===== src/rtl/i2c_master_pkg.sv =====
// i2c_master_pkg: register offsets, command/status/interrupt bit indices and defaults
package i2c_master_pkg;
  localparam int FIFO_DEPTH_DEF = 8;
  localparam logic [2:0] ADDR_PRER = 3'd0;
  localparam logic [2:0] ADDR_CTR  = 3'd1;
  localparam logic [2:0] ADDR_DATA = 3'd2;
  localparam logic [2:0] ADDR_CMD  = 3'd3;
  localparam logic [2:0] ADDR_IER  = 3'd4;
  localparam logic [2:0] ADDR_ISR  = 3'd5;
  localparam logic [2:0] ADDR_LVL  = 3'd6;
  localparam int CMD_STA  = 7;
  localparam int CMD_STO  = 6;
  localparam int CMD_RD   = 5;
  localparam int CMD_WR   = 4;
  localparam int CMD_ACK  = 3;
  localparam int CMD_IACK = 0;
  localparam int SR_RXACK = 7;
  localparam int SR_BUSY  = 6;
  localparam int SR_AL    = 5;
  localparam int SR_TIP   = 1;
  localparam int SR_IRQ   = 0;
  localparam int ISR_DONE = 0;
  localparam int ISR_AL   = 1;
  localparam int ISR_LVL  = 2;
  localparam int ISR_ERR  = 3;
endpackage


===== src/rtl/i2c_sync_fifo.sv =====
// i2c_sync_fifo: single-clock FIFO with flush; when full, a same-cycle pop frees room for the push
module i2c_sync_fifo #(
  parameter int WIDTH = 8,
  parameter int DEPTH = 8
) (
  input  logic                   clk,
  input  logic                   rst_n,
  input  logic                   push,
  input  logic                   pop,
  input  logic                   flush,
  input  logic [WIDTH-1:0]       din,
  output logic [WIDTH-1:0]       dout,
  output logic                   full,
  output logic                   empty,
  output logic [$clog2(DEPTH):0] count
);
  localparam int AW = $clog2(DEPTH);
  logic [WIDTH-1:0] mem_q [DEPTH];
  logic [AW-1:0] wp_q, rp_q;
  logic [AW:0] cnt_q;
  logic do_push, do_pop;
  assign empty = cnt_q == '0;
  assign full = cnt_q == (AW+1)'(DEPTH);
  assign do_pop = pop & ~empty;
  assign do_push = push & (~full | do_pop);
  assign dout = empty ? '0 : mem_q[rp_q];
  assign count = cnt_q;
  always_ff @(posedge clk)
    if (do_push && !flush) mem_q[wp_q] <= din;
  always_ff @(posedge clk or negedge rst_n)
    if (!rst_n) begin
      wp_q <= '0;
      rp_q <= '0;
      cnt_q <= '0;
    end else if (flush) begin
      wp_q <= '0;
      rp_q <= '0;
      cnt_q <= '0;
    end else begin
      if (do_push) wp_q <= wp_q + AW'(1);
      if (do_pop) rp_q <= rp_q + AW'(1);
      cnt_q <= cnt_q + (AW+1)'(do_push) - (AW+1)'(do_pop);
    end
endmodule


===== src/rtl/i2c_master_csr_fifo.sv =====
// i2c_master_csr_fifo: APB register front-end for an I2C byte controller with TX/RX FIFOs and sticky, maskable interrupts
module i2c_master_csr_fifo
  import i2c_master_pkg::*;
#(
  parameter int          FIFO_DEPTH = FIFO_DEPTH_DEF,
  parameter logic [15:0] PRER_RST   = 16'hFFFF
) (
  input  logic        clk,
  input  logic        rst_n,
  input  logic        apb_sel,
  input  logic        apb_en,
  input  logic        apb_write,
  input  logic [31:0] apb_addr,
  input  logic [31:0] apb_wdata,
  output logic [31:0] apb_rdata,
  output logic        apb_ready,
  output logic        irq,
  output logic        core_en,
  output logic [15:0] prer,
  output logic        sta,
  output logic        sto,
  output logic        rd,
  output logic        wr,
  output logic        ack,
  output logic [7:0]  txr,
  input  logic [7:0]  rxr,
  input  logic        done,
  input  logic        i2c_al,
  input  logic        irxack,
  input  logic        i2c_busy
);
  localparam int CW = $clog2(FIFO_DEPTH) + 1;
  logic setup, write_en, read_en, cmd_we, cmd_ok, cmd_rej, irq_pending, unused;
  logic [2:0] a;
  logic [15:0] prer_q;
  logic [1:0] ctr_q;
  logic [7:0] cr_q, cr_d, sr, tx_dout, rx_dout;
  logic [3:0] ier_q, isr_q, isr_d, isr_set, isr_w1c;
  logic al_q, rxack_q, tip_q, irq_q, flush_q, tx_empty_q, rx_full_q;
  logic [31:0] rdata_q, rdata_d;
  logic tx_push, tx_pop, tx_full, tx_empty, rx_push, rx_pop, rx_full, rx_empty;
  logic [CW-1:0] tx_cnt, rx_cnt;
  assign unused = ^{apb_addr[31:5], apb_addr[1:0], apb_wdata[31:16]};
  assign a = apb_addr[4:2];
  assign setup = apb_sel & ~apb_en;
  assign write_en = apb_sel & apb_en & apb_write;
  assign read_en = apb_sel & apb_en & ~apb_write;
  assign tx_push = write_en && a == ADDR_DATA;
  assign tx_pop = done & cr_q[CMD_WR];
  assign rx_push = done & cr_q[CMD_RD];
  assign rx_pop = read_en && a == ADDR_DATA;
  assign cmd_we = write_en && a == ADDR_CMD && ctr_q[1];
  assign cmd_rej = cmd_we & apb_wdata[CMD_WR] & tx_empty;
  assign cmd_ok = cmd_we & ~cmd_rej;
  assign irq_pending = |(isr_q & ier_q);
  assign sr = {rxack_q, i2c_busy, al_q, 3'b0, tip_q, irq_pending};
  assign isr_set = {(tx_push & tx_full & ~tx_pop) | (rx_push & rx_full & ~rx_pop) | (rx_pop & rx_empty) | cmd_rej,
                    (tx_empty & ~tx_empty_q) | (rx_full & ~rx_full_q), i2c_al, done};
  assign isr_w1c = (write_en && a == ADDR_ISR) ? apb_wdata[3:0] : 4'b0;
  assign isr_d = (cr_q[CMD_IACK] ? 4'b0 : isr_q & ~isr_w1c) | isr_set;
  assign cr_d = cmd_ok ? apb_wdata[7:0] & 8'hF9 :
                flush_q ? 8'b0 : {(done | i2c_al) ? 4'b0 : cr_q[7:4], cr_q[3], 3'b0};
  assign rdata_d = a == ADDR_PRER ? {16'b0, prer_q} :
                   a == ADDR_CTR  ? {24'b0, ctr_q, 6'b0} :
                   a == ADDR_DATA ? {24'b0, rx_dout} :
                   a == ADDR_CMD  ? {24'b0, sr} :
                   a == ADDR_IER  ? {28'b0, ier_q} :
                   a == ADDR_ISR  ? {28'b0, isr_q} :
                   a == ADDR_LVL  ? {16'b0, 8'(rx_cnt), 8'(tx_cnt)} : 32'b0;
  always_ff @(posedge clk or negedge rst_n)
    if (!rst_n) begin
      prer_q <= PRER_RST;
      ctr_q <= '0;
      ier_q <= '0;
      cr_q <= '0;
      isr_q <= '0;
      al_q <= 1'b0;
      rxack_q <= 1'b0;
      tip_q <= 1'b0;
      irq_q <= 1'b0;
      flush_q <= 1'b0;
      tx_empty_q <= 1'b1;
      rx_full_q <= 1'b0;
      rdata_q <= '0;
    end else begin
      if (write_en && a == ADDR_PRER) prer_q <= apb_wdata[15:0];
      if (write_en && a == ADDR_CTR) ctr_q <= apb_wdata[7:6];
      if (write_en && a == ADDR_IER) ier_q <= apb_wdata[3:0];
      if (setup) rdata_q <= rdata_d;
      flush_q <= write_en && a == ADDR_CTR && ctr_q[1] && !apb_wdata[7];
      cr_q <= cr_d;
      isr_q <= isr_d;
      al_q <= i2c_al | (al_q & ~cr_q[CMD_STA]);
      rxack_q <= irxack;
      tip_q <= cr_q[CMD_RD] | cr_q[CMD_WR];
      irq_q <= ctr_q[0] & irq_pending;
      tx_empty_q <= tx_empty;
      rx_full_q <= rx_full;
    end
  i2c_sync_fifo #(.WIDTH(8), .DEPTH(FIFO_DEPTH)) u_tx_fifo (
    .clk(clk), .rst_n(rst_n), .push(tx_push), .pop(tx_pop), .flush(flush_q), .din(apb_wdata[7:0]),
    .dout(tx_dout), .full(tx_full), .empty(tx_empty), .count(tx_cnt)
  );
  i2c_sync_fifo #(.WIDTH(8), .DEPTH(FIFO_DEPTH)) u_rx_fifo (
    .clk(clk), .rst_n(rst_n), .push(rx_push), .pop(rx_pop), .flush(flush_q), .din(rxr),
    .dout(rx_dout), .full(rx_full), .empty(rx_empty), .count(rx_cnt)
  );
  assign apb_rdata = rdata_q;
  assign apb_ready = 1'b1;
  assign irq = irq_q;
  assign core_en = ctr_q[1];
  assign prer = prer_q;
  assign {sta, sto, rd, wr, ack} = cr_q[7:3];
  assign txr = tx_dout;
endmodule


===== config.mk =====
export PLATFORM = sky130hd
export DESIGN_NAME = i2c_master_csr_fifo
export DESIGN_NICKNAME = d
export VERILOG_FILES = /design/src/rtl/i2c_master_pkg.sv /design/src/rtl/i2c_sync_fifo.sv /design/src/rtl/i2c_master_csr_fifo.sv
export SDC_FILE = /design/constraint.sdc
export NUM_CORES = 1
export LEC_CHECK = 0
export BUFFER_PORTS_ARGS = -buffer_cell sky130_fd_sc_hd__clkbuf_2
export CAP_MARGIN = 20
export CORE_ASPECT_RATIO = 1.25
export CORE_MARGIN = 2
export CORE_UTILIZATION = 55
export CTS_CLUSTER_SIZE = 24
export DETAILED_ROUTE_END_ITERATION = 6
export PLACE_DENSITY = 0.88
export SLEW_MARGIN = 10
export SYNTH_ARGS = -nofsm -noshare
export SYNTH_HDL_FRONTEND = slang
export SYNTH_SLANG_ARGS = --single-unit

===== constraint.sdc =====
create_clock -name clk -period 6.3 [get_ports clk]
set_clock_uncertainty 0.1 [all_clocks]
set_input_delay 1.89 -clock clk [delete_from_list [all_inputs] [get_ports clk]]
set_output_delay 1.89 -clock clk [all_outputs]
set_load 0.005 [all_outputs]

-- Word level (Yosys, flattened, before mapping)
Memories as Yosys holds them, arrays and structs flattened.
Index checks and enable logic that the tools add are counted.
- flip-flop bits (word level): 91
- latch bits: 0
- logic and storage cells: 138
- RAM bits: 128
- ROM bits: 0
- output and inout port bits: 64
- memories kept: 2
- bits of input ports: 81
- memories (memory ; depth ; width ; rd ports ; clocked after Yosys merged registers in ; write ports ; RTL line ; RTL):
    u_rx_fifo.mem_q ; 8 ; 8 ; 1 ; 0 ; 1 ; i2c_sync_fifo.sv:18 ; logic [WIDTH-1:0] mem_q [DEPTH];
    u_tx_fifo.mem_q ; 8 ; 8 ; 1 ; 0 ; 1 ; i2c_sync_fifo.sv:18 ;
- eq/ne operators: 8
- bitwise logic cells: 47
- reductions and logical operators: 24
- divide/modulo/power cells: 0
- add/sub/neg operators: 8
- $mul: 0
- $lt $le $gt $ge: 0
- multiplexer cells: 28
- shift-type cells: 0
- operators by type and width (kind ; count):
    $mux W12 ; 6
    $mux W8 ; 4
    $mux W3 ; 8
    $and A1 B1 Y1 ; 22
    $mux W4 ; 5
    $mux W16 ; 1
    $add A3 B1 Y3 const B ; 4
    $logic_and A1 B1 Y1 ; 12
    $not A1 Y1 ; 12
    $reduce_bool A2 Y1 ; 5
    $eq A3 B3 Y1 const B ; 3
    $or A1 B1 Y1 ; 9
    $add A4 B1 Y4 ; 2
    $and A4 B4 Y4 ; 2
    $eq A4 B4 Y1 const B ; 2
    $logic_not A4 Y1 ; 2
    $sub A4 B1 Y4 ; 2
    $eq A3 B2 Y1 const B ; 2
    $mux W1 ; 4
    $not A4 Y4 ; 1
    $or A4 B4 Y4 ; 1
    $reduce_or A4 Y1 ; 1
    $eq A3 B1 Y1 const B ; 1
    $logic_not A3 Y1 ; 1
    other kinds (2) ; 3

-- Logic depth before layout (Yosys ltp)
Gate-level depths: netlist of the first run.
- word-level depth: 9
- depth in mapped cells: 12
- depth with buffers taken out: 11

-- Hierarchy
Synthesis of the first run repeated with hierarchy kept, for this count alone.
- cell total of the unflattened synthesis: 590
- area total of the unflattened synthesis: 8967.4 um^2
- by module, submodules not included (module ; cells each ; instances ; area each (um^2)):
    i2c_sync_fifo ; 173 ; 2 ; 3114.2
    i2c_master_csr_fifo ; 244 ; 1 ; 2738.9

-- Worst setup path after synthesis of the first run
OpenSTA, ideal clock, no wires.
- path type: input -> register
- start: in apb_addr[2]
- end: mem u_rx_fifo.mem_q[4][0] (enable)
- stages: 5
- setup time: 395 ps
- arrival time: 3817 ps
- slack: 1988 ps
- cells stage by stage: clkbuf_1 nor3b_1 a31oi_1 nor3_2 nor4bb_1
- word-level cells in the longest chain between the ends: 8
- ends and longest elaborated chain (element ; RTL line ; RTL):
    from (decl) ; i2c_master_csr_fifo.sv:13 ; input logic [31:0] apb_addr,
    $eq A3 B2 Y1 ; i2c_master_csr_fifo.sv:51 ; assign rx_pop = read_en && a == ADDR_DATA;
    $logic_and A1 B1 Y1 ; i2c_master_csr_fifo.sv:51 ;
    $and A1 B1 Y1 ; i2c_sync_fifo.sv:24 ; assign do_pop = pop & ~empty;
    $or A1 B1 Y1 ; i2c_sync_fifo.sv:25 ; assign do_push = push & (~full | do_pop);
    $and A1 B1 Y1 ; i2c_sync_fifo.sv:25 ;
    $logic_and A1 B1 Y1 ; i2c_sync_fifo.sv:29 ; if (do_push && !flush) mem_q[wp_q] <= din;
    $mux W1 ; i2c_sync_fifo.sv:29 ;
    $mux W1 (implied by the code) ; i2c_sync_fifo.sv:29 ;
    to (decl) ; i2c_sync_fifo.sv:18 ;
No other way between the ends.

-- Worst setup path after layout of the first run
- start: in apb_addr[2]
- end: mem u_tx_fifo.mem_q[6][2] (enable)
- word-level cells in the longest chain between the ends: 6
- ends and longest elaborated chain (element ; RTL line ; RTL):
    $eq A3 B2 Y1 ; i2c_master_csr_fifo.sv:48 ; assign tx_push = write_en && a == ADDR_DATA;
    $logic_and A1 B1 Y1 ; i2c_master_csr_fifo.sv:48 ;
    $and A1 B1 Y1 ; i2c_sync_fifo.sv:25 ;
    $logic_and A1 B1 Y1 ; i2c_sync_fifo.sv:29 ;
    $mux W1 ; i2c_sync_fifo.sv:29 ;
    $mux W1 (implied by the code) ; i2c_sync_fifo.sv:29 ;
    to (decl) ; i2c_sync_fifo.sv:18 ;
No other way between the ends.

==> impl_results.md, run 1 <==
- Sum Neg Setup Slack: 0 ns
- RSZ-0062 raised after global routing: no
- Die area: 17,100 sq um
- # rows: 51
- Critical path endpoint category: register
- Leakage: 3.87 nW
- Antenna diode count: 0
- PortBufs: 82
- Comb pwr share: 17.3%
- Remaining DRCs: 0
- Worst VDD drop: 0.251 mV
- Rel. slew slack: 37.5%
- Layout cells sized above 1: 30.2%
- YS warnings: 0
- Fmax achieved: 229 MHz
- Clock Tree Buf Depth: 3
- GR Layer Usage met3: 4.04%
- Starting density of the core: 56.5%
- Placed cell area: 9380 sq um
- Root buffer cell: clkbuf_16
- WL per Instance: 21.7 microns
- Peak fanout along the critical path: 21
- Least-Margin Pin Slew: 0.937 ns
- Via count of the routed design: 5,277
- Area Overhead vs Synth: 13.6%
- Max-Cap Viols: 0
- TritonCTS Sinks: 203
- Fillcell total: 1,034
- Die Y: 146 microns
- Critical path data required time: 6.30 ns
- Placed insts: 857
- Hold Crit Class: reg2reg
- TritonRoute pass-1 iters: 6
- Internal power: 2.46 mW
- Most common cell after layout, fill and taps aside: edfxtp_1
- Initial DRC Count: 522
- Pins over their slew limit: 0
- Non-filler instance count after layout: 897
- # setup viols final: 0
- Met2 usage: 42.6%
- Flop pwr share: 49.5%
- Remaining Overflow, GRT: 0
- PD cells: 332 nW/um^2
- Via/cell ratio: 5.88
- Switching portion of total power: 26.3%
- Worst slack, placed: 1.42 ns
- Worst path max stage delay: 0.67 ns
- Util after Layout: 64.2%
- Total GRT Usage: 22.8%
- DP HPWL: 13.3 mm
- CTS tree: built
- CTS Hold Bufs: 0
- R2R setup slack: 3.21 ns
- Worst EP arrival: 4.37 ns
- Power share of the clock group: 33.2%
- Slowest CP cell: nor2_1
- Sw Pwr: 0.877 mW
- CP cell instances: clkbuf_2, or3b_1, a211oi_4, or3b_4, nor2_1
- Pin count of the biggest net entering global routing: 76
- Post-Syn Area: 8830 sq um
- GP Congestion: 0.895
- Period utilization: 69.2%
- First-pass GRT wire length: 30.6 mm
- Io pins: 145
- GR peak layer: met2
- Final ANT Viol Nets: 0
- Hold_ws: 0.388 ns
- Crit Path Class: in2reg
- Worst setup SP type: input pin
- Met1 Use GR: 27.0%
- Total power: 3.34 mW
- Layout Nets: 770
- Worst-Skew Late Latency: 0.48 ns
- Post-route minimum period: 4.36 ns
- Antenna violations before repair: 0
- Clock-pin slew on the worst setup and hold paths: 0.06 ns
- Seq/Total Area, Yosys: 65.0%
- Vias in the first global route: 5,527
- Setup Fix Bufs, Post-CTS: 0
- Syn Inst Count: 587
- Synth cell types: 58
- Final-report hold violation count: 0
- Post-synthesis register bit count: 203
- Ys async rst share: 36.9%
- Final worst slack: 1.94 ns
- Status: completed
- Core area: 15,600 sq um
- H-tree levels: 1
- Post-synth EDFFs: 128
- Final instance area: 10,000 sq um
- Total CTS buffers: 21
- Die width: 117 microns
- Commonest cells after routing, fill and taps aside: edfxtp_1, clkbuf_2, dfrtp_1, nor2_1, mux4_2
- Avg Synthesized Cell Area: 15.1 sq um
- Ys flop type: edfxtp_1
- Total Wirelength: 19.5 mm
- # resized after CTS: 0
==> metal layers <==
metal  up-vias  routed length (microns)
li1       2321                        -
met1      2659                     7030
met2       246                    10600
met3        51                     1260
met4         0                      544
met5         -                        0
==> registers in the layout, summed over array words and instances (netlist names), 2 cells and up <==
signal and count:
apb_rdata 16, cr_q 6, ctr_q 2, ier_q 4
isr_q 4, prer 16, u_rx_fifo.count 4, u_rx_fifo.mem_q 64
u_rx_fifo.rp_q 3, u_rx_fifo.wp_q 3, u_tx_fifo.count 4, u_tx_fifo.mem_q 64
u_tx_fifo.rp_q 3, u_tx_fifo.wp_q 3
==> final timing paths <==
kind | from | endpoint | cells past startpoint
worst max-delay path | apb_addr[2] | u_tx_fifo.mem_q[6][2] | 5
worst min-delay path | apb_rdata[12] | apb_rdata[12] | 2
worst max register to register | u_rx_fifo.count[2] | u_rx_fifo.count[2] | 9
worst min register to register | apb_rdata[12] | apb_rdata[12] | 2
max in group asynchronous | rst_n | apb_rdata[12] | 1
min in group asynchronous | rst_n | u_tx_fifo.count[2] | 1
==> worst max-delay path, delay by kind of cell <==
kind | cells | cell delay (ns)
buffers and inverters | 1 | 0.27
and+or+nand+nor | 3 | 1.75
AOI/OAI and AO/OA | 1 | 0.46
==> power by group through the flow <==
stage	sequential (mW)	clock, mW	combinational (mW)
after floorplan	1.61	0	0.423
after global placement	1.68	0	0.506
after detailed placement	1.69	0	0.539
after CTS	1.66	1.12	0.546
after global routing	1.66	1.18	0.636
final	1.65	1.11	0.578
==> cells by family after synthesis <==
family | Yosys count | synth area share [%]
AO/OA/AOI/OAI | 65 | 5.31
flip-flops | 203 | 65.0
AND/OR/NAND/NOR | 150 | 8.95
buffers and inverters | 64 | 3.53
adder cells (fa/ha/maj) | 18 | 2.72
multiplexers | 76 | 13.5
XOR/XNOR | 9 | 0.892
other | 2 | 0.0850
==> cells in the mapped netlist (4+ instances only) <==
| library cell | instances | share of area, % |
|---|---|---|
| o221ai_1 | 4 | 0.40 |
| inv_1 | 20 | 0.85 |
| nor2_1 | 53 | 2.3 |
| buf_4 | 17 | 1.4 |
| a22oi_1 | 4 | 0.34 |
| ha_1 | 16 | 2.3 |
| mux4_2 | 32 | 8.2 |
| a221oi_1 | 6 | 0.59 |
| nand3_1 | 6 | 0.34 |
| xnor2_1 | 8 | 0.79 |
| a31o_2 | 4 | 0.40 |
| mux2_2 | 27 | 3.4 |
| mux2i_1 | 17 | 1.9 |
| dfrtp_1 | 58 | 16 |
| clkbuf_1 | 20 | 0.85 |
| nand2_1 | 24 | 1.0 |
| nor3_1 | 4 | 0.23 |
| nand2b_1 | 9 | 0.64 |
| and3_1 | 9 | 0.64 |
| nor3b_1 | 6 | 0.51 |
| a21oi_1 | 15 | 0.85 |
| buf_2 | 6 | 0.34 |
| dfstp_2 | 17 | 5.1 |
| nor2b_1 | 12 | 0.85 |
| a211oi_1 | 4 | 0.34 |
| o21ai_0 | 10 | 0.57 |
| edfxtp_1 | 128 | 44 |
| nand3b_1 | 6 | 0.51 |
==> layout make-up <==
class	instances	area, sq um	share of cell area, %
clock buffer	28	562	5.60
clock inverter	9	48.8	0.486
inverter	20	75.1	0.748
multi-input combinational	335	2840	28.3
sequential	203	5740	57.2
tap	212	265	2.64
timing repair buffer	90	498	4.96
No activity file was read; power rests on OpenSTA's default activity.
==> run 2: changes to the inputs <==
Settings changed: ABC_AREA set to 1, CORE_UTILIZATION 55 to 51, PLACE_DENSITY 0.88 to 0.86.
Clock period 6.3 ns to 4 ns, I/O delays scaled along.
==> impl_results.md, run 2 <==
- Status: completed
- Top flop regs: u_rx_fifo.mem_q: 64 flops, u_tx_fifo.mem_q: 64 flops
- Most common cell after layout, fill and taps aside: nand2_1
- Pins over their slew limit: 0 (unchanged)
- Total Wirelength: 20.1 mm (+3.3%)
- Leakage: 4.42 nW (+14%)
- Vias in the first global route: 6,398 (+16%)
- Sw Pwr: 1.56 mW (+78%)
- Ys flop type: edfxtp_1
- Io pins: 145 (unchanged)
- Synth top area share: 42.4% (-1.2 points)
- Core area: 17,400 sq um (+12%)
- Post-Syn Area: 9070 sq um (+2.7%)
- TritonRoute pass-1 iters: 5 (-1)
- Rel. slew slack: 35.6% (-1.9 points)
- Worst EP arrival: 2.32 ns (-2.05 ns)
- Pin count of the biggest net entering global routing: 76 (unchanged)
- Internal power: 3.83 mW (+56%)
- Avg Synthesized Cell Area: 10.3 sq um (-31%)
- Max-Cap Viols: 0 (unchanged)
- Flop pwr share: 47.4% (-2.1 points)
- Comb pwr share: 19.5% (+2.2 points)
- WL per Instance: 16.8 microns (-23%)
- Starting density of the core: 52.1% (-4.5 points)
- Total CTS buffers: 20 (-4.8%)
- Layout cells sized above 1: 18.3% (-12 points)
- GP Congestion: 0.866 (-3.2%)
- Ys async rst share: 36.9% (unchanged)
- Root buffer cell: clkbuf_16
- # setup viols final: 0 (unchanged)
- Fmax achieved: 276 MHz
- YS warnings: 0 (unchanged)
- Remaining Overflow, GRT: 0 (unchanged)
- Remaining DRCs: 0 (unchanged)
- Die Y: 153 microns (+5.1%)
- Hold_ws: 0.378 ns (-0.0104 ns)
- CTS Hold Bufs: 0 (unchanged)
- Crit Path Class: reg2out
- Final-report hold violation count: 0 (unchanged)
- Initial DRC Count: 535 (+2.5%)
- Sum Neg Setup Slack: 0 ns (unchanged)
- Clock-pin slew on the worst setup and hold paths: 0.06 ns (about the same)
- Layout Nets: 1,058 (+37%)
- # rows: 54 (+5.9%)
- PortBufs: 82 (unchanged)
- Clock Tree Buf Depth: 3 (unchanged)
- H-tree levels: 1 (unchanged)
- Synth cell types: 42 (-28%)
- Switching portion of total power: 29.0% (+2.7 points)
- Via count of the routed design: 6,464 (+22%)
- Count leader, synth: nand2_1
- # resized after CTS: 0 (unchanged)
- Hold Crit Class: reg2reg
- Commonest cells after routing, fill and taps aside: nand2_1, edfxtp_1, nor2_1, o21ai_0, inv_1
- Antenna violations before repair: 2 (+2)
- Critical path endpoint category: output port
- Synth top cells by count: nand2_1, edfxtp_1, nor2_1
- PD cells: 525 nW/um^2 (+58%)
- Largest cells by area after synthesis: edfxtp_1, dfrtp_1, nand2_1
- Post-synthesis register bit count: 203 (unchanged)
- Post-route minimum period: 3.62 ns
- Power share of the clock group: 33.1% (about the same)
- CTS tree: built
- Total GRT Usage: 21.5% (-1.3 points)
- DP HPWL: 13.7 mm (+2.9%)
- Final ANT Viol Nets: 0 (unchanged)
- Worst-Skew Late Latency: 0.49 ns (about the same)
- RSZ-0062 raised after global routing: no
- Setup Fix Bufs, Post-CTS: 0 (unchanged)
- Area Overhead vs Synth: 13.1%
- First-pass GRT wire length: 31.6 mm (+3.4%)
- Worst setup SP type: register
- Post-synth EDFFs: 128 (unchanged)
- Die area: 18,900 sq um (+10%)
- Critical path data required time: 2.70 ns (-3.60 ns)
- Period utilization: 90.5%
- Leading area contributor after synthesis: edfxtp_1
- Via/cell ratio: 5.39 (-8.4%)
- Die width: 123 microns (+5.1%)
- Worst VDD drop: 0.384 mV (+53%)
- Seq/Total Area, Yosys: 63.3% (-1.7 points)
- Syn Inst Count: 878 (+50%)
- Least-Margin Pin Slew: 0.966 ns (+0.0288 ns)
- TritonCTS Sinks: 203 (unchanged)
- Peak fanout along the critical path: 32 (+52%)
[run 2: critical path, stage by stage (launching register included)]
cell	delay (ns)
dfrtp_1	0.38
inv_1	0.60
o21ai_0	0.22
o21ai_0	0.12
o21ai_0	0.16
a31oi_1	0.22
clkbuf_2	0.14
[run 2: final timing paths]
kind / startpoint / to / slack (ns) / cells past startpoint
worst max-delay path: u_tx_fifo.rp_q[0] / txr[6] / 0.38 / 6
worst min-delay path: rx_full_q / isr_q[2] / 0.38 / 1
worst max register to register: u_tx_fifo.count[2] / u_tx_fifo.count[2] / 1.18 / 11
worst min register to register: rx_full_q / isr_q[2] / 0.38 / 1
max in group asynchronous: rst_n / apb_rdata[4] / 2.41 / 1
min in group asynchronous: rst_n / cr_q[6] / 0.75 / 1
[run 2: power by group through the flow]
stage	Combinational [mW]	Clock [mW]	Sequential, mW
5_1_grt	1.20	1.89	2.57
4_1_cts	1.06	1.81	2.55
3_3_place_gp	0.994	0	2.58
2_1_floorplan	0.730	0	2.54
3_5_place_dp	1.04	0	2.59
6_report	1.05	1.78	2.56
[run 2: logic make-up after synthesis]
group / count (synthesis) / share of synthesized area [%]
compound gates: 150 / 8.99
fa+ha+maj: 18 / 2.65
simple gates: 355 / 17.2
buf+inv: 143 / 6.99
mux: 7 / 0.869
other cells: 2 / 0.0828
flops: 203 / 63.3
[run 2: stage by stage]
step | power (mW) | area, sq um | setup slack, ns | utilization (%) | cells
after floorplan | 3.27 | 9130 | 0.948 | - | 893
after global placement | 3.58 | 9630 | 0.729 | 55.3 | 1161
after global routing | 5.66 | 10300 | 0.149 | 58.9 | 1198
after detailed placement | 3.63 | 9630 | 0.659 | 55.3 | 1161
after CTS | 5.42 | 10300 | 0.323 | 58.9 | 1197
final | 5.39 | 10300 | 0.382 | 58.9 | 1199
[run 2: layer usage]
| layer | vias to the layer above | track usage (%) | wire [microns] |
|---|---|---|---|
| met1 | 3077 | 25.2 | 7300 |
| met3 | 50 | 3.58 | 1260 |
| met5 | - | 0 | 0 |
| li1 | 3090 | - | - |
| met4 | 0 | 7.68 | 622 |
| met2 | 247 | 39.0 | 10900 |
[run 2: final cells by class]
class	count	area (sq um)
inverters	93	354
well taps	224	280
fillers	1401	7170
clock buffers	26	544
clock inverters	10	80.1
multi-input cells	547	2760
flip-flops and latches	203	5740
diodes	2	5.00
repair buffers	94	503
==> run 3: changes to the inputs <==
Settings changed: ABC_AREA 1 to 0.
==> impl_results.md, run 3 (synthesis gave the netlist of run 1 again) <==
- # rows: 53 (-1.9%)
- Status: completed
- Peak fanout along the critical path: 16 (-50%)
- Final ANT Viol Nets: 0 (unchanged)
- Total GRT Usage: 21.6% (+0.066 points)
- Remaining Overflow, GRT: 0 (unchanged)
- Initial DRC Count: 475 (-11%)
- Leakage: 3.94 nW (-11%)
- Remaining DRCs: 0 (unchanged)
- Starting density of the core: 52.2% (+0.19 points)
- Antenna violations before repair: 0 (-2)
- Crit Path Class: reg2out
- GP Congestion: 0.881 (+1.7%)
- Worst-Skew Late Latency: 0.49 ns (about the same)
- Area Overhead vs Synth: 14.8%
- Critical path data required time: 2.70 ns (about the same)
- WL per Instance: 21.2 microns (+26%)
- CTS tree: built
- Io pins: 145 (unchanged)
- TritonRoute pass-1 iters: 5 (unchanged)
- Die area: 18,400 sq um (-2.6%)
- Root buffer cell: clkbuf_16
- Via count of the routed design: 5,327 (-18%)
- PD cells: 525 nW/um^2 (about the same)
- Fillcell total: 1,219 (-13%)
- Fmax achieved: 291 MHz (+5.2%)
- Storage cell area: 5740 sq um (unchanged)
- Hold Crit Class: reg2reg
- Pin count of the biggest net entering global routing: 76 (unchanged)
- Final instance area: 10,100 sq um (-1.1%)
- Total CTS buffers: 20 (unchanged)
- FF-to-FF path depth: 9 (-2)
- Final-report hold violation count: 0 (unchanged)
- Antenna diode count: 0 (-2)
- Area of the multi-input gates: 2840 sq um (+3.2%)
- Worst slack, placed: 0.611 ns (-0.0482 ns)
- Max-Cap Viols: 0 (unchanged)
- Period utilization: 86.0% (-4.5 points)
- Layout Nets: 782 (-26%)
- Layout cells sized above 1: 31.9% (+14 points)
- Worst setup path endpoint: txr[7]
- First-pass GRT wire length: 30.1 mm (-5.0%)
- RSZ-0062 raised after global routing: no
- Post-route minimum period: 3.44 ns (-0.179 ns)
- Clock Tree Buf Depth: 3 (unchanged)
- Most common cell after layout, fill and taps aside: edfxtp_1
- Sum Neg Setup Slack: 0 ns (unchanged)
- Rel. slew slack: 37.6% (+2.0 points)
- # resized after CTS: 0 (unchanged)
- H-tree levels: 1 (unchanged)
- Pins over their slew limit: 0 (unchanged)
- Core area: 16,900 sq um (-3.0%)
- R2R setup slack: 0.91 ns (-0.27 ns)
- Total Wirelength: 19.4 mm (-3.5%)
- Vias in the first global route: 5,519 (-14%)
- Commonest cells after routing, fill and taps aside: edfxtp_1, clkbuf_2, dfrtp_1, nor2_1, mux4_2
- Worst EP arrival: 2.14 ns (-0.18 ns)
- Util after Layout: 60.0% (+1.1 points)
- Crit Reg-Reg Startpoint: u_rx_fifo.count[2]
- TritonCTS Sinks: 203 (unchanged)
- Worst setup SP type: register
- Hold_ws: 0.367 ns (-0.0111 ns)
- Top flop regs: u_rx_fifo.mem_q: 64 flops, u_tx_fifo.mem_q: 64 flops
- Placed cell area: 9510 sq um (-1.3%)
- Final worst slack: 0.561 ns (+0.179 ns)
- Clock-pin slew on the worst setup and hold paths: 0.06 ns (about the same)
- Via/cell ratio: 5.82 (+7.9%)
- Setup Fix Bufs, Post-CTS: 0 (unchanged)
- # setup viols final: 0 (unchanged)
- FF-to-FF End: u_rx_fifo.count[2]
- Worst VDD drop: 0.403 mV (+5.0%)
- CTS Hold Bufs: 0 (unchanged)
- PortBufs: 82 (unchanged)
- Die width: 122 microns (-1.3%)
- DP HPWL: 13.7 mm (about the same)
- Critical Path Source: u_tx_fifo.rp_q[0]
- Least-Margin Pin Slew: 0.937 ns (-0.0295 ns)
- Critical path endpoint category: output port
- Die Y: 151 microns (-1.3%)
run 3: cell count changes in the layout (fill, tap and decap cells not counted), moves of 12 or more:
cell,before,now
inv_1,82,20
mux2_2,7,27
mux2i_1,0,17
mux4_2,0,32
nand2_1,140,24
nand3_1,50,6
nand4_1,15,2
nor2_1,118,53
nor2b_1,0,12
o21ai_0,93,10
run 3: power by group:
part           switching [mW]  total, mW  internal, mW
sequential              0.179       2.58          2.40
combinational           0.434      0.904         0.470
clock                   0.749       1.84          1.09
total                    1.36       5.33          3.96
run 3: final cells by class:
class / count / area share [%]
clock buffer: 26 / 5.36
inverter: 20 / 0.740
tap: 220 / 2.71
timing repair buffer: 103 / 5.62
clock inverter: 9 / 0.950
sequential: 203 / 56.6
multi-input combinational: 335 / 28.0
run 3: worst max-delay path: stages, from the launching register on:
cell	delay, ns
dfrtp_1	0.40
buf_4	0.33
mux4_2	0.55
mux2i_1	0.18
nor2_1	0.06
clkbuf_2	0.11
run 3: layer usage:
metal | global-route usage (%) | part of all wire, %
met1 | 24.9 | 36
met2 | 39.9 | 54
met3 | 4.67 | 7.3
met4 | 6.72 | 3.0
met5 | 0 | 0
run 3: stage by stage:
step	power [mW]	cells
2_1_floorplan	3.21	602
5_1_grt	5.55	916
3_5_place_dp	3.52	881
6_report	5.33	916
3_3_place_gp	3.45	881
4_1_cts	5.36	916
run 3: worst min path at each step:
stage	startpoint	end	slack (ns)	cells after the start
after global placement	apb_rdata[15]	apb_rdata[15]	0.36	2
final	apb_rdata[15]	apb_rdata[15]	0.37	2
after floorplan	al_q	al_q	0.34	1
after global routing	apb_rdata[13]	apb_rdata[13]	0.40	2
after detailed placement	apb_rdata[15]	apb_rdata[15]	0.36	2
after CTS	apb_rdata[15]	apb_rdata[15]	0.37	2
